## src/rtl/mem_responder_pkg.sv

```systemverilog
// Shared types and ISA load/store funct3 encodings for the memory responder.
package mem_responder_pkg;

  localparam int FUNCT3_W = 3;

  localparam logic [FUNCT3_W-1:0] F3_B  = 3'b000;
  localparam logic [FUNCT3_W-1:0] F3_H  = 3'b001;
  localparam logic [FUNCT3_W-1:0] F3_W  = 3'b010;
  localparam logic [FUNCT3_W-1:0] F3_BU = 3'b100;
  localparam logic [FUNCT3_W-1:0] F3_HU = 3'b101;

  typedef enum logic [1:0] {
    ST_IDLE   = 2'd0,
    ST_ACCESS = 2'd1,
    ST_WAIT   = 2'd2,
    ST_DONE   = 2'd3
  } state_e;

  typedef enum logic [1:0] {
    SZ_BYTE = 2'd0,
    SZ_HALF = 2'd1,
    SZ_WORD = 2'd2
  } size_e;

  // Encodings with no defined width fall back to a full word access.
  function automatic size_e access_size(input logic [FUNCT3_W-1:0] f3);
    case (f3)
      F3_B, F3_BU: return SZ_BYTE;
      F3_H, F3_HU: return SZ_HALF;
      F3_W:        return SZ_WORD;
      default:     return SZ_WORD;
    endcase
  endfunction

  function automatic logic is_unsigned(input logic [FUNCT3_W-1:0] f3);
    return (f3 == F3_BU) || (f3 == F3_HU);
  endfunction

endpackage

```

## src/rtl/mem_lane_align.sv

```systemverilog
// Byte-lane steering: store data/enables shifted into lanes, load data
// shifted down and sign/zero extended.
module mem_lane_align
  import mem_responder_pkg::*;
(
  input  logic [FUNCT3_W-1:0] st_funct3,
  input  logic [1:0]          st_off,
  input  logic [31:0]         st_wdata,
  input  logic [FUNCT3_W-1:0] ld_funct3,
  input  logic [1:0]          ld_off,
  input  logic [31:0]         ld_raw,
  output logic [3:0]          st_be,
  output logic [31:0]         st_lane,
  output logic [31:0]         ld_ext
);

  logic [31:0] ld_shift;
  logic        ld_uns;

  // Store path: move low-aligned data and enables up to the addressed lanes.
  always_comb begin
    st_lane = st_wdata << {st_off, 3'b000};
    case (access_size(st_funct3))
      SZ_BYTE: st_be = 4'b0001 << st_off;
      SZ_HALF: st_be = 4'b0011 << st_off;
      SZ_WORD: st_be = 4'b1111;
      default: st_be = 4'b1111;
    endcase
  end

  // Load path: bring the addressed lanes down to bit 0 and extend.
  always_comb begin
    ld_shift = ld_raw >> {ld_off, 3'b000};
    ld_uns   = is_unsigned(ld_funct3);
    case (access_size(ld_funct3))
      SZ_BYTE: ld_ext = ld_uns ? {24'h000000, ld_shift[7:0]}
                               : {{24{ld_shift[7]}}, ld_shift[7:0]};
      SZ_HALF: ld_ext = ld_uns ? {16'h0000, ld_shift[15:0]}
                               : {{16{ld_shift[15]}}, ld_shift[15:0]};
      SZ_WORD: ld_ext = ld_shift;
      default: ld_ext = ld_shift;
    endcase
  end

endmodule

```

## src/rtl/mem_responder.sv

```systemverilog
// Multi-cycle load/store responder in front of a synchronous-read word RAM.
// Define MEM_RESPONDER_ALIGN_CHECK_EN to fault misaligned accesses instead of masking them.
module mem_responder
  import mem_responder_pkg::*;
#(
  parameter int WAIT_STATES = 1,
  parameter int RAM_AWIDTH  = 12
) (
  input  logic                  clk,
  input  logic                  rst,
  input  logic                  mem_read,
  input  logic                  mem_write,
  input  logic [FUNCT3_W-1:0]   funct3,
  input  logic [31:0]           addr,
  input  logic [31:0]           wdata,
  output logic [31:0]           rdata,
  output logic                  mem_complete,
  output logic                  mem_fault,
  output logic [RAM_AWIDTH-1:0] ram_addr,
  output logic [3:0]            ram_be,
  output logic [31:0]           ram_wdata,
  output logic                  ram_we,
  input  logic [31:0]           ram_rdata
);

  localparam logic [3:0] WS = 4'(WAIT_STATES);

  state_e                state_r, state_s;
  logic [3:0]            cnt_r;
  logic [FUNCT3_W-1:0]   funct3_r;
  logic [1:0]            off_r;
  logic                  store_r;
  logic                  fault_r;
  logic                  holdoff_r;
  logic                  blocked_r;
  logic                  sample_r;
  logic [31:0]           rdata_r;
  logic                  complete_r;
  logic                  fault_out_r;
  logic [RAM_AWIDTH-1:0] ram_addr_r;
  logic [3:0]            ram_be_r;
  logic [31:0]           ram_wdata_r;
  logic                  ram_we_r;

  logic                  req_s;
  logic                  start_s;
  logic [1:0]            off_s;
  logic                  fault_s;
  logic [3:0]            be_s;
  logic [31:0]           lane_s;
  logic [31:0]           ld_ext_s;
  logic                  unused_addr_s;

  assign req_s         = mem_read | mem_write;
  assign start_s       = (state_r == ST_IDLE) && req_s && !holdoff_r && !blocked_r;
  assign unused_addr_s = ^addr[31:RAM_AWIDTH+2];

  // Natural-alignment offset and, when checking is built in, misalignment fault.
  always_comb begin
    off_s   = addr[1:0];
    fault_s = 1'b0;
    case (access_size(funct3))
      SZ_BYTE: off_s = addr[1:0];
      SZ_HALF: off_s = {addr[1], 1'b0};
      SZ_WORD: off_s = 2'b00;
      default: off_s = 2'b00;
    endcase
`ifdef MEM_RESPONDER_ALIGN_CHECK_EN
    case (access_size(funct3))
      SZ_HALF: fault_s = addr[0];
      SZ_WORD: fault_s = (addr[1:0] != 2'b00);
      default: fault_s = 1'b0;
    endcase
`else
    fault_s = 1'b0;
`endif
  end

  mem_lane_align u_align (
    .st_funct3 (funct3),
    .st_off    (off_s),
    .st_wdata  (wdata),
    .ld_funct3 (funct3_r),
    .ld_off    (off_r),
    .ld_raw    (ram_rdata),
    .st_be     (be_s),
    .st_lane   (lane_s),
    .ld_ext    (ld_ext_s)
  );

  // Next-state logic; faulted accesses bypass the wait phase.
  always_comb begin
    state_s = state_r;
    case (state_r)
      ST_IDLE: begin
        if (start_s) state_s = ST_ACCESS;
        else         state_s = ST_IDLE;
      end
      ST_ACCESS: begin
        if (fault_r || (WAIT_STATES == 0)) state_s = ST_DONE;
        else                               state_s = ST_WAIT;
      end
      ST_WAIT: begin
        if (cnt_r >= WS) state_s = ST_DONE;
        else             state_s = ST_WAIT;
      end
      ST_DONE: state_s = ST_IDLE;
      default: state_s = ST_IDLE;
    endcase
  end

  // State, capture registers and registered RAM/handshake outputs.
  always_ff @(posedge clk) begin
    if (rst) begin
      state_r     <= ST_IDLE;
      cnt_r       <= 4'd0;
      funct3_r    <= 3'b000;
      off_r       <= 2'b00;
      store_r     <= 1'b0;
      fault_r     <= 1'b0;
      holdoff_r   <= 1'b0;
      blocked_r   <= 1'b0;
      sample_r    <= 1'b0;
      rdata_r     <= 32'h0000_0000;
      complete_r  <= 1'b0;
      fault_out_r <= 1'b0;
      ram_addr_r  <= '0;
      ram_be_r    <= 4'b0000;
      ram_wdata_r <= 32'h0000_0000;
      ram_we_r    <= 1'b0;
    end else begin
      state_r     <= state_s;
      holdoff_r   <= (state_r == ST_DONE);
      complete_r  <= (state_s == ST_DONE);
      fault_out_r <= (state_s == ST_DONE) && fault_r;
      sample_r    <= (state_r == ST_ACCESS) && !store_r && !fault_r;

      // A request still held after completion must drop before it can start again.
      if (!req_s)                    blocked_r <= 1'b0;
      else if (state_r == ST_DONE)   blocked_r <= 1'b1;
      else                           blocked_r <= blocked_r;

      if (state_s == ST_WAIT) cnt_r <= (state_r == ST_WAIT) ? cnt_r + 4'd1 : 4'd1;
      else                    cnt_r <= 4'd0;

      if (sample_r) rdata_r <= ld_ext_s;
      else          rdata_r <= rdata_r;

      if (start_s) begin
        funct3_r    <= funct3;
        off_r       <= off_s;
        store_r     <= mem_write;
        fault_r     <= fault_s;
        ram_addr_r  <= addr[RAM_AWIDTH+1:2];
        ram_be_r    <= fault_s ? 4'b0000 : be_s;
        ram_wdata_r <= lane_s;
        ram_we_r    <= mem_write && !fault_s;
      end else if (state_r == ST_ACCESS) begin
        ram_be_r    <= 4'b0000;
        ram_we_r    <= 1'b0;
      end else begin
        ram_be_r    <= ram_be_r;
        ram_we_r    <= ram_we_r;
      end
    end
  end

  // With no wait states the RAM data arrives in DONE itself, so forward it.
  assign rdata        = ((WAIT_STATES == 0) && sample_r && (state_r == ST_DONE)) ? ld_ext_s : rdata_r;
  assign mem_complete = complete_r;
  assign mem_fault    = fault_out_r;
  assign ram_addr     = ram_addr_r;
  assign ram_be       = ram_be_r;
  assign ram_wdata    = ram_wdata_r;
  assign ram_we       = ram_we_r;

endmodule

```

## config.mk

```make
export PLATFORM = sky130hd
export DESIGN_NAME = mem_responder
export DESIGN_NICKNAME = d
export VERILOG_FILES = /design/src/rtl/mem_responder_pkg.sv /design/src/rtl/mem_lane_align.sv /design/src/rtl/mem_responder.sv
export SDC_FILE = /design/constraint.sdc
export NUM_CORES = 1
export LEC_CHECK = 0
export CORE_ASPECT_RATIO = 1.4
export CORE_MARGIN = 2
export CORE_UTILIZATION = 38
export DETAILED_ROUTE_END_ITERATION = 6
export DONT_BUFFER_PORTS = 1
export REMOVE_ABC_BUFFERS = 1
export SYNTH_ARGS = -nofsm -noshare
export SYNTH_HDL_FRONTEND = slang
export SYNTH_SLANG_ARGS = --single-unit
```

## constraint.sdc

```tcl
create_clock -name clk -period 2.3 [get_ports clk]
set_input_delay 0.69 -clock clk [delete_from_list [all_inputs] [get_ports clk]]
set_output_delay 0.69 -clock clk [all_outputs]
set_load 0.01 [all_outputs]
```

==> metrics.md, run 1 <==
| Metric | Value |
|---|---|
| Status | `finished clean` |
| Relative contribution of combinational cells to total power | `0.285` |
| Synthesized instance count | `528` |
| Clock tree buffer depth | `2` |
| Number of enable-type register cells in the synthesized netlist | `0` |
| Type of the tightest min-delay check | `in -> reg` |
| Data required time of the critical path | `2.59 ns` |
| Peak Freq | `0.489 GHz` |
| Number of antenna violations at the first check in global routing | `0` |
| Resized Gates After CTS | `0` |
| Design area | `5140 µm²` |
| Synthesized area | `4710 µm²` |
| Crit. End Element | `register` |
| Hold Vio Cnt, Final | `0` |
| Starting density of the core | `0.386` |
| Worst-case clock skew | `0.00881 ns` |
| Dominant combinational cell family by area after synthesis | `simple AND/OR/NAND/NOR gates` |
| Synthesized area divided by synthesized cell count | `8.92 µm²` |
| Horizontal extent of the die | `98.1 µm` |
| Number of vias per cell after detailed routing | `5.77` |
| Unrepaired setup endpoints after global routing | `false` |
| Core area | `12200 µm²` |
| Maximum fanout encountered on the critical timing path | `25` |
| Clock group share of total power | `0.265` |
| Number of register bits inferred by synthesis | `97` |
| Clk pin slew, worst setup/hold paths | `0.07 ns` |
| Height of the chip | `136 µm` |
| Hold-fix buffer count after cts | `0` |
| Via count | `3860` |
| Buffers added on ports | `0` |
| Instance area after placement | `4850 µm²` |
| Total instance count after detailed placement | `653` |
| Slew at the pin with the worst max-slew slack | `0.831 ns` |
| Remaining design rule violation count | `0` |
| Number of distinct library cells after synthesis | `48` |
| Post-synthesis simple-gate area fraction | `0.205` |
| Adder-cell area share of the yosys netlist | `0.0213` |
| Iteration-0 DRC Markers | `165` |
| Headroom to the max-slew limit | `0.446` |
| Share of layout cells above drive strength 1 | `0.137` |
| Min Clock Period, post-route | `2.05 ns` |
| Number of nets with antenna violations after routing | `0` |
| Period utilisation layout | `0.890` |
| Std-Cell Rows | `48` |
| Number of antenna cells inserted | `0` |
| Area growth from synthesis to layout | `9.25%` |
| Per-cell routed wire length | `18.6 µm` |
| Total leakage power | `1.86 nW` |
| Congestion Overflow GR | `0` |
| Number of nets in the layout | `625` |
| Root Buffer | `sky130_fd_sc_hd__clkbuf_16` |
| Peak ir drop on the vdd network | `0.000545 V` |
| Setup CP Type | `reg -> reg` |
| Vias in the first global route | `3785` |
| Overall routing resource usage | `0.184` |
| FFs w/ async S/R, synth | `0` |
| Number of cells in the finished layout apart from fillers | `669` |
| CP startpoint kind | `register` |
| Wire length of the first global-routing pass | `19700 µm` |
| Post-layout util | `0.422` |
| Psw | `2.10 mW` |
| Warnings, synthesis | `0` |
| Compound-Gate Fraction of Synth Area | `0.173` |
| Num ports | `186` |
| Die ar. | `13300 µm²` |
| HPWL reported at the end of detailed placement | `9030 µm` |
| Post-CTS setup buffers | `0` |
| Total negative setup slack | `0 ns` |
| Cell Pwr Density | `1100 nW/µm²` |
| Num Clock Sinks | `97` |
| Sequential cell area fraction in the yosys report | `0.412` |
| Pre-Repair DR Iteration Count | `5` |
| TritonCTS clock tree | `done` |
| Number of maximum-capacitance constraint violations | `0` |
| Total detailed-routing wirelength | `12500 µm` |
| Power share of the sequential group | `0.450` |
| Worst Setup Slack post-DPL | `0.143 ns` |
| Commonest cells after routing, fill and taps aside | `sky130_fd_sc_hd__dfxtp_1, sky130_fd_sc_hd__nand2_1, sky130_fd_sc_hd__nor2_1` |
| Final Setup Violations | `0` |
| Smallest setup slack after layout | `0.254 ns` |
| Total count of max-transition violations in the final report | `0` |
| Filler cells | `1205` |
| Register-to-Register Setup Slack | `0.25 ns` |
| Internal power | `3.54 mW` |
| Insertion delay to the later sink of the worst-skew pair | `0.35 ns` |
| H-tree depth | `3` |
| Switching share of power | `0.372` |
| Xor/xnor share of the synthesized area | `0.00372` |
| Inserted Clock Buffers | `9` |
| Commonest register cell after synthesis | `sky130_fd_sc_hd__dfxtp_1` |
| Share of cell area taken by muxes after synthesis | `0.128` |
| Placer's final routability congestion estimate | `0.829` |
| Maximum number of pins on one net before global-route repair | `89` |
| Most common cell after layout, fill and taps aside | `sky130_fd_sc_hd__dfxtp_1` |
| Critical Path AT | `2.33 ns` |
[metal layers]
layer	vias to the layer above	track usage	routed length, µm
li1	1854	-	-
met1	1825	0.216	5020
met2	167	0.315	6110
met3	14	0.0593	1160
met4	0	0.0679	182
met5	-	0	0
[cell type report]
cell class                      instances  area [µm²]  share of cell area
Clock buffer                           10         239              0.0465
Clock inverter                          6        57.6              0.0112
Inverter                                7        26.3             0.00511
Multi-Input combinational cell        378        2520               0.490
Sequential cell                        97        1940               0.378
Tap cell                              150         188              0.0365
Timing Repair Buffer                   21         170              0.0331
[cells in the mapped netlist, drive strengths merged (10+ instances only)]
| library cell | n | area share |
|---|---|---|
| a211oi | 24 | 0.038 |
| a21oi | 26 | 0.028 |
| a22oi | 17 | 0.027 |
| and3 | 11 | 0.015 |
| buf | 22 | 0.031 |
| clkbuf | 24 | 0.019 |
| dfxtp | 97 | 0.41 |
| mux2 | 15 | 0.037 |
| mux2i | 20 | 0.043 |
| mux4 | 10 | 0.048 |
| nand2 | 81 | 0.065 |
| nor2 | 70 | 0.056 |
| nor3 | 11 | 0.013 |
[worst max-delay path: stages, from the launching register on]
cell and delay (ns):
sky130_fd_sc_hd__dfxtp_1 0.34, sky130_fd_sc_hd__inv_1 0.10, sky130_fd_sc_hd__ha_1 0.17, sky130_fd_sc_hd__or3b_1 0.48
sky130_fd_sc_hd__nor2_4 0.36, sky130_fd_sc_hd__buf_12 0.22, sky130_fd_sc_hd__o21ai_0 0.15, sky130_fd_sc_hd__a21oi_1 0.16
[registers in the layout, summed over array words and instances, names as in the netlist]
name          flops
ram_be            4
blocked_r         1
state_r           2
ram_wdata        32
holdoff_r         1
cnt_r             4
rdata            32
store_r           1
mem_complete      1
off_r             2
sample_r          1
ram_addr         12
funct3_r          3
ram_we            1
[final timing paths]
kind | depth (start not counted) | endpoint | from
hold / removal | 1 | rdata[2] | rst
setup / recovery | 7 | ram_be[3] | state_r[0]
setup reg to reg | 7 | ram_be[3] | state_r[0]
hold reg to reg | 1 | sample_r | store_r
[cells by family (layout without fill, tap and decap cells)]
kind of cell | count (synthesis) | count (layout)
multiplexers | 45 | 45
AO/OA/AOI/OAI | 114 | 114
XOR/XNOR | 2 | 2
other | 1 | 1
adder cells (fa/ha/maj) | 8 | 8
buffers and inverters | 53 | 44
flip-flops | 97 | 97
AND/OR/NAND/NOR | 208 | 208
[power by group through the flow]
| stage | clock network, mW | registers (mW) | logic [mW] |
|---|---|---|---|
| 2_1_floorplan | 0 | 2.50 | 1.12 |
| 3_3_place_gp | 0 | 2.57 | 1.57 |
| 3_5_place_dp | 0 | 2.58 | 1.62 |
| 4_1_cts | 1.54 | 2.55 | 1.62 |
| 5_1_grt | 1.60 | 2.58 | 1.80 |
| 6_report | 1.50 | 2.54 | 1.61 |
[stage by stage]
stage | hold slack, ns | power, mW
after floorplan | 0.396 | 3.63
after global placement | 0.409 | 4.14
after detailed placement | 0.411 | 4.20
after CTS | 0.402 | 5.70
after global routing | 0.398 | 5.99
final | 0.412 | 5.64
No activity file was read; power rests on OpenSTA's default activity.
==> run 2: changes to the inputs <==
- CORE_ASPECT_RATIO: 1.4 -> 0.5
==> metrics.md, run 2 (synthesized netlist as in run 1, its figures left out) <==
| Metric | Value |
|---|---|
| Wire length of the first global-routing pass | `19300 µm` |
| Smallest setup slack after layout | `0.331 ns` |
| Maximum number of pins on one net before global-route repair | `89` |
| Switching share of power | `0.352` |
| Final Setup Violations | `0` |
| Congestion Overflow GR | `0` |
| Clock tree buffer depth | `2` |
| Total negative setup slack | `0 ns` |
| Peak Freq | `0.508 GHz` |
| Commonest cells after routing, fill and taps aside | `sky130_fd_sc_hd__dfxtp_1, sky130_fd_sc_hd__nand2_1, sky130_fd_sc_hd__nor2_1` |
| Setup CP Type | `reg -> reg` |
| Placer's final routability congestion estimate | `0.758` |
| Hold Vio Cnt, Final | `0` |
| Die ar. | `13400 µm²` |
| Number of antenna violations at the first check in global routing | `0` |
| Status | `finished clean` |
| Num Clock Sinks | `97` |
| Iteration-0 DRC Markers | `217` |
| Unrepaired setup endpoints after global routing | `false` |
| Horizontal extent of the die | `161 µm` |
| Resized Gates After CTS | `0` |
| Critical Path AT | `2.23 ns` |
| Std-Cell Rows | `28` |
| Buffers added on ports | `0` |
| Most common cell after layout, fill and taps aside | `sky130_fd_sc_hd__dfxtp_1` |
| Peak ir drop on the vdd network | `0.000468 V` |
| Share of layout cells above drive strength 1 | `0.130` |
| Root Buffer | `sky130_fd_sc_hd__clkbuf_16` |
| Type of the tightest min-delay check | `in -> reg` |
| Data required time of the critical path | `2.56 ns` |
| Height of the chip | `82.7 µm` |
| Clk pin slew, worst setup/hold paths | `0.07 ns` |
| Relative contribution of combinational cells to total power | `0.279` |
| CP startpoint kind | `register` |
| Overall routing resource usage | `0.185` |
| Vias in the first global route | `3622` |
| TritonCTS clock tree | `done` |
| Worst Setup Slack post-DPL | `0.254 ns` |
| Number of vias per cell after detailed routing | `5.56` |
| Headroom to the max-slew limit | `0.516` |
| Post-layout util | `0.434` |
| Area growth from synthesis to layout | `10.2%` |
| Cell Pwr Density | `1110 nW/µm²` |
| Total leakage power | `1.86 nW` |
| Slew at the pin with the worst max-slew slack | `0.722 ns` |
| Starting density of the core | `0.394` |
| Period utilisation layout | `0.856` |
| Hold-fix buffer count after cts | `0` |
| Insertion delay to the later sink of the worst-skew pair | `0.34 ns` |
| Psw | `2.03 mW` |
| Num ports | `186` |
| Number of nets with antenna violations after routing | `0` |
| Total detailed-routing wirelength | `12500 µm` |
| Clock group share of total power | `0.284` |
| Via count | `3789` |
| HPWL reported at the end of detailed placement | `8720 µm` |
| Number of nets in the layout | `623` |
| Power share of the sequential group | `0.437` |
| Per-cell routed wire length | `18.4 µm` |
| Overall power | `5.77 mW` |
| Internal power | `3.74 mW` |
| Crit. End Element | `register` |
| Remaining design rule violation count | `0` |
| Core area | `11900 µm²` |
| Number of maximum-capacitance constraint violations | `0` |
| H-tree depth | `3` |
| Post-CTS setup buffers | `0` |
| Worst-case clock skew | `0.00828 ns` |
| Min Clock Period, post-route | `1.97 ns` |
| Maximum fanout encountered on the critical timing path | `14` |
| Total count of max-transition violations in the final report | `0` |
| Number of antenna cells inserted | `0` |
| Pre-Repair DR Iteration Count | `4` |
| Inserted Clock Buffers | `9` |
==> run 2: changes by cell type in the layout (fill, tap and decap cells not counted) <==
cell / change
sky130_fd_sc_hd__inv_8: -2
sky130_fd_sc_hd__buf_4: -3
sky130_fd_sc_hd__bufinv_16: +2
sky130_fd_sc_hd__buf_12: +1
sky130_fd_sc_hd__inv_6: -2
sky130_fd_sc_hd__clkbuf_1: +2
sky130_fd_sc_hd__clkinv_4: -1
sky130_fd_sc_hd__clkinvlp_4: +1
==> run 2: layout make-up <==
cell class | instances | area, µm²
Tap cell | 165 | 206
Clock buffer | 12 | 246
Clock inverter | 4 | 76.3
Timing Repair Buffer | 19 | 168
Sequential cell | 97 | 1940
Multi-Input combinational cell | 378 | 2520
Fill cell | 1182 | 6760
Inverter | 7 | 26.3
==> run 2: power groups by stage <==
stage                     sequential, mW  combinational, mW  clock [mW]
after global placement              2.57               1.59           0
after detailed placement            2.57               1.62           0
after global routing                2.57               1.82        1.75
final                               2.52               1.61        1.64
after CTS                           2.53               1.63        1.68
after floorplan                     2.50               1.12           0
==> run 2: per-stage QoR <==
step           cell area (µm²)  instances  hold slack [ns]
2_1_floorplan             4470        482            0.396
3_3_place_gp              4860        666            0.417
3_5_place_dp              4860        666            0.422
4_1_cts                   5190        682            0.398
5_1_grt                   5190        682            0.402
6_report                  5190        682            0.417
==> run 2: final timing paths <==
path | start | end | slack, ns | depth (start not counted)
hold reg to reg | store_r | sample_r | 0.44 | 1
setup reg to reg | state_r[0] | ram_wdata[8] | 0.33 | 7
setup / recovery | state_r[0] | ram_wdata[8] | 0.33 | 7
hold / removal | rst | ram_wdata[2] | 0.42 | 1
==> run 2: metal layers <==
layer	part of all wire	vias up	wire, µm	global-route usage
met4	0.0047	0	59	0.0536
met1	0.44	1825	5500	0.225
li1	-	1851	-	-
met2	0.48	109	6020	0.318
met3	0.075	4	935	0.0604
met5	0	-	0	0
==> run 2: critical path, cell delays in order (launching register included) <==
cell	delay (ns)
sky130_fd_sc_hd__dfxtp_1	0.33
sky130_fd_sc_hd__inv_1	0.10
sky130_fd_sc_hd__ha_1	0.17
sky130_fd_sc_hd__or3b_1	0.47
sky130_fd_sc_hd__nor2_4	0.31
sky130_fd_sc_hd__buf_4	0.26
sky130_fd_sc_hd__nor2_1	0.06
sky130_fd_sc_hd__a211oi_1	0.19
